[src/rtl/regfile_scan_ctrl_pkg.sv]
// Shared types and derivations for the bit-serial register file scan controller.
package regfile_scan_ctrl_pkg;

    typedef enum logic {
        ST_IDLE = 1'b0,
        ST_SCAN = 1'b1
    } state_t;

    localparam logic REQ_EXEC = 1'b0;
    localparam logic REQ_LDST = 1'b1;

    function automatic int unsigned num_phases(input int unsigned reg_bits,
                                               input int unsigned nshift);
        return reg_bits / nshift;
    endfunction

    function automatic int unsigned phase_bits(input int unsigned reg_bits,
                                               input int unsigned nshift);
        return $clog2(reg_bits / nshift);
    endfunction

endpackage

[src/rtl/regfile_scan_ctrl_if.sv]
// Request bus of the two scan requesters (slice k of each vector belongs to requester k).
interface regfile_scan_ctrl_if #(
    parameter int LOG2_NR = 3
);
    logic [1:0]           req_valid;
    logic [1:0]           req_ready;
    logic [2*LOG2_NR-1:0] req_index;
    logic [2*LOG2_NR-1:0] req_index2;
    logic [1:0]           req_dual;

    modport master (output req_valid, req_index, req_index2, req_dual, input req_ready);
    modport slave  (input req_valid, req_index, req_index2, req_dual, output req_ready);
endinterface

[src/rtl/regfile_scan_ctrl_rr_arb2.sv]
// Two-input round-robin arbiter; a tie goes to the requester not granted most recently.
module rr_arb2 (
    input  logic       clk,
    input  logic       rst_n,
    input  logic [1:0] valid,
    input  logic       update,
    output logic       winner
);
    logic rr_last;

    always_comb begin
        winner = ~rr_last;
        case (valid)
            2'b01:   winner = 1'b0;
            2'b10:   winner = 1'b1;
            default: winner = ~rr_last;
        endcase
    end

    // Reset to 1 so requester 0 wins the first tie.
    always_ff @(posedge clk or negedge rst_n) begin
        if (!rst_n)
            rr_last <= 1'b1;
        else if (update)
            rr_last <= winner;
    end
endmodule

[src/rtl/regfile_scan_ctrl.sv]
// Scan sequencer/arbiter for the bit-serial register file.
// Optional stall support: define REGFILE_SCAN_CTRL_STALL_EN.
module regfile_scan_ctrl
    import regfile_scan_ctrl_pkg::*;
#(
    parameter  int          LOG2_NR    = 3,
    parameter  int          REG_BITS   = 8,
    parameter  int          NSHIFT     = 2,
    localparam int unsigned NUM_PHASES = num_phases(REG_BITS, NSHIFT),
    localparam int unsigned PHASE_BITS = phase_bits(REG_BITS, NSHIFT)
) (
    input  logic                  clk,
    input  logic                  rst_n,
    regfile_scan_ctrl_if.slave    req,
    input  logic                  stall,
    output logic [LOG2_NR-1:0]    reg_index,
    output logic [LOG2_NR-1:0]    reg_index2,
    output logic                  do_scan,
    output logic                  do_scan2,
    output logic                  busy,
    output logic                  owner,
    output logic [PHASE_BITS-1:0] phase,
    output logic                  first,
    output logic                  last,
    output logic                  done
);
    state_t                state_q, state_next;
    logic [PHASE_BITS-1:0] phase_q, phase_next;
    logic                  owner_q, owner_next;
    logic                  dual_q, dual_next;
    logic [LOG2_NR-1:0]    idx_q, idx_next, idx2_q, idx2_next;
    logic                  stall_eff, winner, open, accept, scan_go, at_last;
    logic [1:0]            ready;

`ifdef REGFILE_SCAN_CTRL_STALL_EN
    assign stall_eff = stall;
`else
    // Port kept for pin compatibility; masked so it never affects the scan.
    assign stall_eff = stall & 1'b0;
`endif

    rr_arb2 u_arb (
        .clk    (clk),
        .rst_n  (rst_n),
        .valid  (req.req_valid),
        .update (accept),
        .winner (winner)
    );

    assign at_last = (phase_q == PHASE_BITS'(NUM_PHASES - 1));
    assign scan_go = (state_q == ST_SCAN) & ~stall_eff;
    assign do_scan  = scan_go;
    assign do_scan2 = scan_go & dual_q;
    assign first    = scan_go & (phase_q == '0);
    assign last     = scan_go & at_last;
    assign done     = last & ~stall_eff;

    // Accepting in the final slice lets the next scan start without a bubble.
    assign open     = (state_q == ST_IDLE) | done;
    assign ready[0] = open & req.req_valid[0] & (winner == REQ_EXEC);
    assign ready[1] = open & req.req_valid[1] & (winner == REQ_LDST);
    assign accept   = |ready;
    assign req.req_ready = ready;

    assign busy       = (state_q == ST_SCAN);
    assign owner      = owner_q;
    assign phase      = phase_q;
    assign reg_index  = idx_q;
    assign reg_index2 = idx2_q;

    always_comb begin
        state_next = state_q;
        phase_next = phase_q;
        owner_next = owner_q;
        dual_next  = dual_q;
        idx_next   = idx_q;
        idx2_next  = idx2_q;
        if (accept) begin
            state_next = ST_SCAN;
            phase_next = '0;
            owner_next = winner;
            dual_next  = req.req_dual[winner];
            idx_next   = winner ? req.req_index[2*LOG2_NR-1:LOG2_NR]  : req.req_index[LOG2_NR-1:0];
            idx2_next  = winner ? req.req_index2[2*LOG2_NR-1:LOG2_NR] : req.req_index2[LOG2_NR-1:0];
        end else if (scan_go) begin
            if (at_last) begin
                state_next = ST_IDLE;
                phase_next = '0;
            end else begin
                phase_next = phase_q + PHASE_BITS'(1);
            end
        end
    end

    always_ff @(posedge clk or negedge rst_n) begin
        if (!rst_n) begin
            state_q <= ST_IDLE;
            phase_q <= '0;
            owner_q <= 1'b0;
            dual_q  <= 1'b0;
            idx_q   <= '0;
            idx2_q  <= '0;
        end else begin
            state_q <= state_next;
            phase_q <= phase_next;
            owner_q <= owner_next;
            dual_q  <= dual_next;
            idx_q   <= idx_next;
            idx2_q  <= idx2_next;
        end
    end
endmodule

[src/flat_wrapper.sv]
// flat-port wrapper written by rule: the top's interface ports become plain ports
module regfile_scan_ctrl_flat import regfile_scan_ctrl_pkg::*;
#(
    parameter  int          LOG2_NR    = 3,
    parameter  int          REG_BITS   = 8,
    parameter  int          NSHIFT     = 2,
    localparam int unsigned NUM_PHASES = num_phases(REG_BITS, NSHIFT),
    localparam int unsigned PHASE_BITS = phase_bits(REG_BITS, NSHIFT)
)
  (clk, rst_n, stall, reg_index, reg_index2, do_scan, do_scan2, busy, owner, phase, first, last, done, req_req_valid, req_req_index, req_req_index2, req_req_dual, req_req_ready);
  regfile_scan_ctrl_if #(.LOG2_NR(LOG2_NR)) req_i ();
  input  logic clk;
  input  logic rst_n;
  input  logic stall;
  output logic [LOG2_NR-1:0] reg_index;
  output logic [LOG2_NR-1:0] reg_index2;
  output logic do_scan;
  output logic do_scan2;
  output logic busy;
  output logic owner;
  output logic [PHASE_BITS-1:0] phase;
  output logic first;
  output logic last;
  output logic done;
  input wire logic [$bits(req_i.req_valid)-1:0] req_req_valid;
  input wire logic [$bits(req_i.req_index)-1:0] req_req_index;
  input wire logic [$bits(req_i.req_index2)-1:0] req_req_index2;
  input wire logic [$bits(req_i.req_dual)-1:0] req_req_dual;
  output wire logic [$bits(req_i.req_ready)-1:0] req_req_ready;
  assign req_i.req_valid = req_req_valid;
  assign req_i.req_index = req_req_index;
  assign req_i.req_index2 = req_req_index2;
  assign req_i.req_dual = req_req_dual;
  assign req_req_ready = req_i.req_ready;
  regfile_scan_ctrl #(.LOG2_NR(LOG2_NR), .REG_BITS(REG_BITS), .NSHIFT(NSHIFT)) u_core (.clk(clk), .rst_n(rst_n), .req(req_i), .stall(stall), .reg_index(reg_index), .reg_index2(reg_index2), .do_scan(do_scan), .do_scan2(do_scan2), .busy(busy), .owner(owner), .phase(phase), .first(first), .last(last), .done(done));
endmodule
[config.mk]
export PLATFORM = sky130hd
export DESIGN_NAME = regfile_scan_ctrl_flat
export DESIGN_NICKNAME = d
export VERILOG_FILES = /design/src/rtl/regfile_scan_ctrl_pkg.sv /design/src/rtl/regfile_scan_ctrl_if.sv /design/src/rtl/regfile_scan_ctrl_rr_arb2.sv /design/src/rtl/regfile_scan_ctrl.sv /design/src/flat_wrapper.sv
export SDC_FILE = /design/constraint.sdc
export NUM_CORES = 1
export LEC_CHECK = 0
export ABC_AREA = 1
export ABC_CLOCK_PERIOD_IN_PS = 2600
export CAP_MARGIN = 20
export CORE_MARGIN = 8
export CORE_UTILIZATION = 42
export CTS_CLUSTER_DIAMETER = 30
export CTS_CLUSTER_SIZE = 8
export DETAILED_ROUTE_END_ITERATION = 6
export PLACE_DENSITY_LB_ADDON = 0.1
export SYNTH_ARGS = -nofsm -noshare
export SYNTH_HDL_FRONTEND = slang
export SYNTH_SLANG_ARGS = --single-unit
[constraint.sdc]
create_clock -name clk -period 2.6 [get_ports clk]
set_input_delay 0.52 -clock clk [delete_from_list [all_inputs] [get_ports clk]]
set_output_delay 0.52 -clock clk [all_outputs]
set_load 0.02 [all_outputs]
==> flow_summary.json, run 1 <==
{
  "status": "complete, no violations",
  "io_pins": 36,
  "rsz0062_at_grt": "false",
  "gp_congestion": 0.765,
  "syn_area_per_cell_um2": 7.02,
  "max_slew_margin_pct": 61.7,
  "syn_to_final_growth_pct": 56.3,
  "antenna_found_initial": 0,
  "fp.dieArea_um2": 3280,
  "synth_cell_types": 12,
  "worstSetupEndpointType": "output pin",
  "r2r_end": "u_core.reg_index2[1]",
  "max_freq_mhz": 416,
  "leakage_nw": 0.624,
  "cts_num_sinks": 12,
  "crit_path_start_kind": "input pin",
  "syn_nets": 124,
  "dpl_worst_slack_ns": -0.258,
  "hold_class": "register to register",
  "ys_seq_area_share_pct": 42.1,
  "drtIter0Drc": 10,
  "grt_pass1_wl_um": 3190,
  "final-setup-viol-count": 0,
  "min_from": "u_core.owner",
  "yosysWarnings": 0,
  "startpoint": "req_req_valid[0]",
  "cts_tree": "yes",
  "irDropWorstVdd_uv": 594,
  "dieWidth_um": 57.3,
  "synth_area_um2": 716,
  "required_ns": 2.08,
  "num_vias": 724,
  "min_period_ns": 2.40,
  "crit_arrival_ns": 1.88,
  "routed_wl_um": 1810,
  "worstMarginPinSlew_ns": 0.573,
  "ys_ff_latch": 12,
  "wire_per_inst_um": 11.4,
  "cts_buffers": 3,
  "post-route-drc-count": 0,
  "reg2regPathDepth": 8,
  "hold_buffers": 0,
  "drtAntennaViolNets": 0,
  "setup_ws_ns": 0.196,
  "r2r-start": "u_core.phase[0]",
  "grtUsageTotal_pct": 12.4,
  "tns_ns": 0,
  "clk_pin_slew_ns": 0.09,
  "multi_input_area_um2": 347,
  "finalNetCount": 165,
  "skew_ns": 0.00328,
  "fillers": 169,
  "portBuffers": 34,
  "synth_cells": 102,
  "post_cts_buffers": 0,
  "min_period_over_period_pct": 92.5,
  "fp.dieH_um": 57.3,
  "first_pass_iters": 5,
  "clockBufferDepth": 2,
  "antennaDiodeCount": 0,
  "cts_max_level": 1,
  "fp-row-count": 15,
  "powerDensity_nw_per_um2": 1110,
  "dp_hpwl_um": 1430,
  "gr-total-overflow": 0,
  "reg2reg_slack_ns": 1.27,
  "core_um2": 1670,
  "hold_viol_final": 0,
  "root_buffer": "clkbuf_4",
  "maxCapViolCount": 0,
  "seq_area_um2": 302,
  "worstSetupEndpoint": "req_req_ready[0]",
  "grt_max_degree": 13,
  "maxSlewViolCount": 0,
  "crit_fanout": 4,
  "grt_pass1_vias": 757,
  "final_layout_size_suffix_gt1_share_pct": 12.7,
  "viasPerCell": 4.55,
  "critPathKind": "input pin to output pin",
  "start_util_pct": 42.8,
  "clk_latency_ns": 0.27
}
-- state kept, by name, summed over array words and instances (netlist names) --
register              count
u_core.reg_index2         3
u_core.reg_index          3
u_core.phase              2
u_core.busy               1
u_core.dual_q             1
u_core.owner              1
u_core.u_arb.rr_last      1
-- where the power goes --
group	switching [W]	internal [W]	total, W
sequential	0.0000637	0.000284	0.000348
combinational	0.000402	0.000332	0.000734
clock	0.0000691	0.0000851	0.000154
-- per-stage QoR --
| step | power [W] | std cells | hold WS (ns) | cell area [um2] | util [%] |
|---|---|---|---|---|---|
| after floorplan | 0.000775 | 102 | 0.224 | 716 | - |
| after global placement | 0.00108 | 155 | 0.455 | 1090 | 65.4 |
| after detailed placement | 0.00110 | 155 | 0.458 | 1090 | 65.4 |
| after CTS | 0.00126 | 159 | 0.478 | 1130 | 67.4 |
| after global routing | 0.00134 | 159 | 0.501 | 1120 | 67.0 |
| final | 0.00124 | 159 | 0.477 | 1120 | 67.0 |
-- cells in the mapped netlist, drive strengths merged --
cell	number	area share (%)
buf	3	3.1
a21oi	4	2.8
ha	3	5.2
inv	12	6.3
o21ai	1	1.2
dfrtp	11	38
nand2	63	37
dfstp	1	3.7
nor2	3	1.6
nand3	1	0.70
-- cell usage in the layout (no fill, tap or decap), drive strengths merged --
| cell | n |
|---|---|
| clkbuf | 6 |
| a21oi | 4 |
| clkdlybuf4s50 | 32 |
| o21ai | 1 |
| inv | 12 |
| buf | 5 |
| dfstp | 1 |
| nand3 | 1 |
| nand2 | 63 |
| dfrtp | 11 |
| ha | 3 |
| nor2 | 3 |
-- how the worst min path moves through the flow --
stage | endpoint | cells after the start
floorplan | u_core.busy | 0
global placement | u_core.owner | 2
detailed placement | u_core.owner | 2
CTS | u_core.owner | 2
global route | u_core.reg_index[0] | 2
finish | u_core.owner | 2
-- critical path, cell delays in order --
cell and delay [ns]:
clkdlybuf4s50_1 0.48, inv_1 0.06, ha_1 0.34, o21ai_2 0.17
nand2_2 0.08, inv_1 0.07, clkbuf_2 0.16
-- logic make-up after synthesis --
logic type                 Yosys count  share of synthesized area (%)
AOI/OAI and AO/OA                    5                           4.02
adders and majority gates            3                           5.25
buffers and inverters               15                           9.44
DFF                                 12                           42.1
and+or+nand+nor                     67                           39.2
-- layer usage --
layer  global-route usage (%)  part of all wire [%]  vias to the layer above
li1                         -                     -                      380
met4                     6.07                  0.66                        0
met2                     20.8                    50                       23
met1                     12.0                    41                      319
met3                     6.73                   8.1                        2
met5                        0                     0                        -
-- cell type report --
class                   instances  area share, %
inverters                      12           4.03
flip-flops and latches         12           27.0
multi-input cells              75           31.0
clock buffers                   4           3.24
repair buffers                 39           32.9
well taps                      17           1.90
-- timing repair --
action | in CTS | in global routing
pin swaps | 0 | 0
gates resized for setup | 2 | 4
setup endpoints to repair | 2 | 2
Power figures use the tool's default switching activity.
==> run 2: changes to the inputs <==
--- a/config.mk
+++ b/config.mk
@@ -8,11 +8,12 @@
 export ABC_AREA = 1
 export ABC_CLOCK_PERIOD_IN_PS = 2600
 export CAP_MARGIN = 20
-export CORE_MARGIN = 8
-export CORE_UTILIZATION = 42
+export CORE_AREA = 8 8 45 47
 export CTS_CLUSTER_DIAMETER = 30
 export CTS_CLUSTER_SIZE = 8
 export DETAILED_ROUTE_END_ITERATION = 6
+export DIE_AREA = 0 0 53 55
+export DONT_BUFFER_PORTS = 1
 export PLACE_DENSITY_LB_ADDON = 0.1
 export SYNTH_ARGS = -nofsm -noshare
 export SYNTH_HDL_FRONTEND = slang
==> run 2 against run 1 <==
Compared with the run above:
- sequential power grew 33%
- critical endpoint is now req_req_ready[1]
- critical path depth shrank 2
- highest routed layer unchanged
- clock power shrank 5%
- maximum frequency grew 16%
- worst hold slack lost 0.39 ns
- routed wire length shrank 14%
==> flow_summary.json, run 2 (synthesis results as in run 1) <==
{
  "status": "complete, no violations",
  "maxSlewViolCount": 0,
  "grtUsageTotal_pct": 12.8,
  "worst_hold_slack_ns": 0.0853,
  "rsz0062_at_grt": "false",
  "worstSetupEndpointType": "output pin",
  "start_util_pct": 51.7,
  "grt_pass1_wl_um": 2720,
  "dp_cells": 116,
  "cts_buffers": 3,
  "startpoint": "u_core.phase[0]",
  "p_seq_share_pct": 47.4,
  "critPathKind": "register to output pin",
  "antenna_found_initial": 0,
  "crit_path_start_kind": "register",
  "drtAntennaViolNets": 0,
  "clockBufferDepth": 2,
  "p_int_w": 0.000485,
  "irDropWorstVdd_uv": 602,
  "fp.dieH_um": 55,
  "reg2reg_slack_ns": 1.16,
  "post-route-drc-count": 0,
  "root_buffer": "clkbuf_4",
  "switching_share_pct": 50.4,
  "cts_max_level": 1,
  "gp_congestion": 0.805,
  "gr-total-overflow": 0,
  "required_ns": 2.08,
  "clk_latency_ns": 0.27,
  "power.net_switching_w": 0.000493,
  "antennaDiodeCount": 0,
  "dp_hpwl_um": 1230,
  "powerDensity_nw_per_um2": 1270,
  "final_cell_mix": "nand2_1 (58), inv_1 (12), dfrtp_1 (11), a21oi_1 (4)",
  "r2r_end": "u_core.reg_index[1]",
  "cts_tree": "yes",
  "drtIter0Drc": 4,
  "crit_fanout": 4,
  "hold_class": "input pin to async pin",
  "syn_to_final_growth_pct": 7.17,
  "maxCapViolCount": 0,
  "worstMarginPinSlew_ns": 0.634,
  "routed_wl_um": 1550,
  "layout_commonest_cell": "nand2_1",
  "cts_num_sinks": 12,
  "fp.dieArea_um2": 2920,
  "grt_pass1_vias": 632,
  "clk_pin_slew_ns": 0.08,
  "grt_max_degree": 13,
  "min_period_ns": 2.07,
  "final_layout_size_suffix_gt1_share_pct": 11.4,
  "hold_viol_final": 0,
  "final-setup-viol-count": 0,
  "viasPerCell": 4.83,
  "max_slew_margin_pct": 57.7,
  "p_clk_share_pct": 15.1,
  "hold_buffers": 1,
  "dieWidth_um": 53,
  "worstSetupEndpoint": "req_req_ready[1]",
  "skew_ns": 0.00228,
  "power_w": 0.000977,
  "instances_no_fill": 121,
  "reg2regPathDepth": 8,
  "num_vias": 585,
  "leakage_nw": 0.479,
  "portBuffers": 0,
  "post_cts_buffers": 0,
  "first_pass_iters": 4,
  "r2r-start": "u_core.phase[0]",
  "tns_ns": 0,
  "cts-resized-gates": 0,
  "min_period_over_period_pct": 79.5,
  "io_pins": 36,
  "max_freq_mhz": 484,
  "core_um2": 1380,
  "crit_arrival_ns": 1.55,
  "finalNetCount": 128,
  "combPwrFrac_pct": 37.5,
  "fp-row-count": 14,
  "wire_per_inst_um": 12.8
}
## run 2: changes by cell type in the layout (fill, tap and decap cells not counted)
cell	before	now
clkdlybuf4s50_1	32	0
buf_4	5	1
clkbuf_2	2	0
dlygate4sd3_1	0	1
## run 2: how the worst min path moves through the flow
stage,startpoint,end,slack [ns],cells past startpoint
5_1_grt,rst_n,u_core.u_arb.rr_last,0.07,0
4_1_cts,rst_n,u_core.u_arb.rr_last,0.08,0
3_3_place_gp,rst_n,u_core.owner,0.22,0
3_5_place_dp,rst_n,u_core.owner,0.22,0
6_report,rst_n,u_core.u_arb.rr_last,0.09,0
2_1_floorplan,rst_n,u_core.busy,0.22,0
## run 2: critical path, cell delays in order, from the launching register on
cell and delay, ns:
dfrtp_1 0.49, ha_1 0.21, inv_1 0.08, a21oi_1 0.14, nand2_1 0.15, inv_1 0.19
## run 2: per-stage QoR
stage / util (%) / cell area (um2) / setup WS, ns
after detailed placement: 52.1 / 721 / 0.565
after floorplan: - / 716 / 0.620
final: 55.4 / 767 / 0.534
after CTS: 55.4 / 767 / 0.500
after global placement: 52.1 / 721 / 0.604
after global routing: 55.4 / 767 / 0.365
## run 2: final cells by class
cell class,instances,area (um2)
timing repair buffer,2,17.5
sequential,12,302
fill,150,617
inverter,12,45.0
multi-input combinational,75,347
tap,16,20.0
clock buffer,4,36.3
## run 2: layer usage
| metal | vias to the layer above | share of wire [%] | track usage (%) | routed length (um) |
|---|---|---|---|---|
| met2 | 18 | 52 | 22.5 | 814 |
| met1 | 258 | 38 | 12.4 | 591 |
| met5 | - | 0 | 0 | 0 |
| li1 | 307 | - | - | - |
| met4 | 0 | 1.2 | 8.62 | 19 |
| met3 | 2 | 8.3 | 4.55 | 129 |
## run 2: power by group through the flow
stage                     combinational, W  clock, W  sequential, W
after floorplan                   0.000345         0       0.000430
after global placement            0.000358         0       0.000469
after detailed placement          0.000372         0       0.000471
after CTS                         0.000377  0.000153       0.000469
after global routing              0.000430  0.000163       0.000485
final                             0.000367  0.000147       0.000463
==> run 3: changes to the inputs <==
--- a/config.mk
+++ b/config.mk
@@ -6,7 +6,7 @@
 export NUM_CORES = 1
 export LEC_CHECK = 0
 export ABC_AREA = 1
-export ABC_CLOCK_PERIOD_IN_PS = 2600
+export ABC_CLOCK_PERIOD_IN_PS = 2100
 export CAP_MARGIN = 20
 export CORE_AREA = 8 8 45 47
 export CTS_CLUSTER_DIAMETER = 30
==> constraint.sdc (replaced) <==
create_clock -name clk -period 2.1 [get_ports clk]
set_input_delay 0.42 -clock clk [delete_from_list [all_inputs] [get_ports clk]]
set_output_delay 0.42 -clock clk [all_outputs]
set_load 0.02 [all_outputs]
==> run 3 against run 2 <==
Compared with the run above:
- final area decreased by 0.33%
- via count increased by 0.85%
- utilization decreased by 0.18 points
- sequential share of layout area increased by 0.13 points
- final cell count increased by 0.83%
- critical endpoint unchanged
==> flow_summary.json, run 3 (synthesis results as in run 1) <==
{
  "io_pins": 36,
  "slowest_stage": "dfrtp_1",
  "fillers": 139,
  "critPathKind": "register to output pin",
  "grt_pass1_wl_um": 2370,
  "p_int_w": 0.000578,
  "switching_share_pct": 51.7,
  "tns_ns": 0,
  "combPwrFrac_pct": 41.9,
  "drtAntennaViolNets": 0,
  "clockBufferDepth": 2,
  "worstMarginPinSlew_ns": 0.529,
  "crit_fanout": 4,
  "cts_max_level": 1,
  "cpMostUsedCell": "inv_1",
  "syn_to_final_growth_pct": 6.82,
  "hold_viol_final": 0,
  "cts-resized-gates": 0,
  "hold_buffers": 1,
  "min_period_over_period_pct": 92.9,
  "post-route-drc-count": 0,
  "fp.dieH_um": 55,
  "cts_buffers": 3,
  "final_area_um2": 764,
  "first_pass_iters": 4,
  "wire_per_inst_um": 13.2,
  "powerDensity_nw_per_um2": 1570,
  "routed_wl_um": 1620,
  "multi_input_area_um2": 347,
  "p_seq_share_pct": 45.4,
  "crit_arrival_ns": 1.53,
  "hold_class": "input pin to register",
  "start_util_pct": 51.7,
  "power.net_switching_w": 0.000619,
  "skew_ns": 0.00312,
  "dp_hpwl_um": 1250,
  "gr-total-overflow": 0,
  "final_layout_size_suffix_gt1_share_pct": 11.3,
  "fp.dieArea_um2": 2920,
  "viasPerCell": 4.84,
  "drtIter0Drc": 11,
  "setup_ws_ns": 0.150,
  "path_cells": "ha_1 > inv_1 > a21oi_1 > nand2_1 > inv_1",
  "worstSetupEndpointType": "output pin",
  "seq_area_um2": 302,
  "dieWidth_um": 53,
  "leakage_nw": 0.477,
  "cts_num_sinks": 12,
  "gp_congestion": 0.853,
  "portBuffers": 0,
  "max_freq_mhz": 513,
  "grt_max_degree": 13,
  "dpl_worst_slack_ns": 0.278,
  "rsz0062_at_grt": "false",
  "post_cts_buffers": 0,
  "p_clk_share_pct": 12.7,
  "required_ns": 1.68,
  "layout_commonest_cell": "nand2_1",
  "finalNetCount": 129,
  "maxSlewViolCount": 0,
  "min_period_ns": 1.95,
  "max_slew_margin_pct": 64.6,
  "final-setup-viol-count": 0,
  "antennaDiodeCount": 0,
  "place_area_um2": 728,
  "cts_tree": "yes",
  "final_cell_mix": "nand2_1 (58), inv_1 (12), dfrtp_1 (11), a21oi_1 (4)",
  "grt_pass1_vias": 543,
  "irDropWorstVdd_uv": 693,
  "crit_path_start_kind": "register",
  "status": "complete, no violations",
  "clk_latency_ns": 0.27,
  "core_um2": 1380,
  "root_buffer": "clkbuf_4",
  "num_vias": 590,
  "grtUsageTotal_pct": 11.3,
  "slowest_delay_ns": 0.49,
  "clk_pin_slew_ns": 0.08,
  "antenna_found_initial": 0,
  "fp-row-count": 14,
  "maxCapViolCount": 0
}
-- run 3: changes by cell type in the layout (fill, tap and decap cells not counted) --
cell and change:
clkbuf_1 +1, clkbuf_8 -1, buf_4 +1
-- run 3: worst max-delay path, delay by kind of cell (launching register included) --
kind,cells,cell delay (ns)
AO/OA/AOI/OAI,1,0.14
flip-flops,1,0.49
AND/OR/NAND/NOR,1,0.15
buffers and inverters,2,0.27
adder cells (fa/ha/maj),1,0.21
-- run 3: metal layers --
metal  wire length, um  vias up  track usage (%)
met1               630      258             10.8
met4                27        0             6.47
met2               839       20             19.9
met5                 0        -                0
li1                  -      308                -
met3               118        4             5.08
-- run 3: worst paths after layout --
path	from	to	slack, ns	depth (start not counted)
max	u_core.phase[0]	req_req_ready[1]	0.15	5
min	req_req_index[3]	u_core.reg_index[0]	0.35	4
max reg2reg	u_core.phase[0]	u_core.reg_index[1]	0.68	8
min reg2reg	u_core.dual_q	u_core.dual_q	0.49	2
max in group asynchronous	rst_n	u_core.u_arb.rr_last	1.18	1
min in group asynchronous	rst_n	u_core.owner	0.56	1
-- run 3: layout make-up --
class / instances / area share, %
tap: 16 / 2.62
clock buffer: 4 / 3.44
multi-input combinational: 75 / 45.3
sequential: 12 / 39.4
timing repair buffer: 3 / 3.27
inverter: 12 / 5.89
-- run 3: through the flow --
step | total power, W | instances | utilization, % | hold slack [ns]
floorplan | 0.000960 | 102 | - | 0.124
CTS | 0.00122 | 122 | 55.2 | 0.342
finish | 0.00120 | 122 | 55.2 | 0.345
detailed placement | 0.00106 | 117 | 52.6 | 0.125
global route | 0.00130 | 122 | 55.2 | 0.347
global placement | 0.00104 | 117 | 52.6 | 0.125
-- run 3: power groups by stage --
stage	Clock [W]	Sequential, W	Combinational (W)
5_1_grt	0.000167	0.000562	0.000570
6_report	0.000152	0.000543	0.000502
4_1_cts	0.000155	0.000547	0.000513
3_5_place_dp	0	0.000551	0.000506
2_1_floorplan	0	0.000532	0.000427
3_3_place_gp	0	0.000550	0.000488
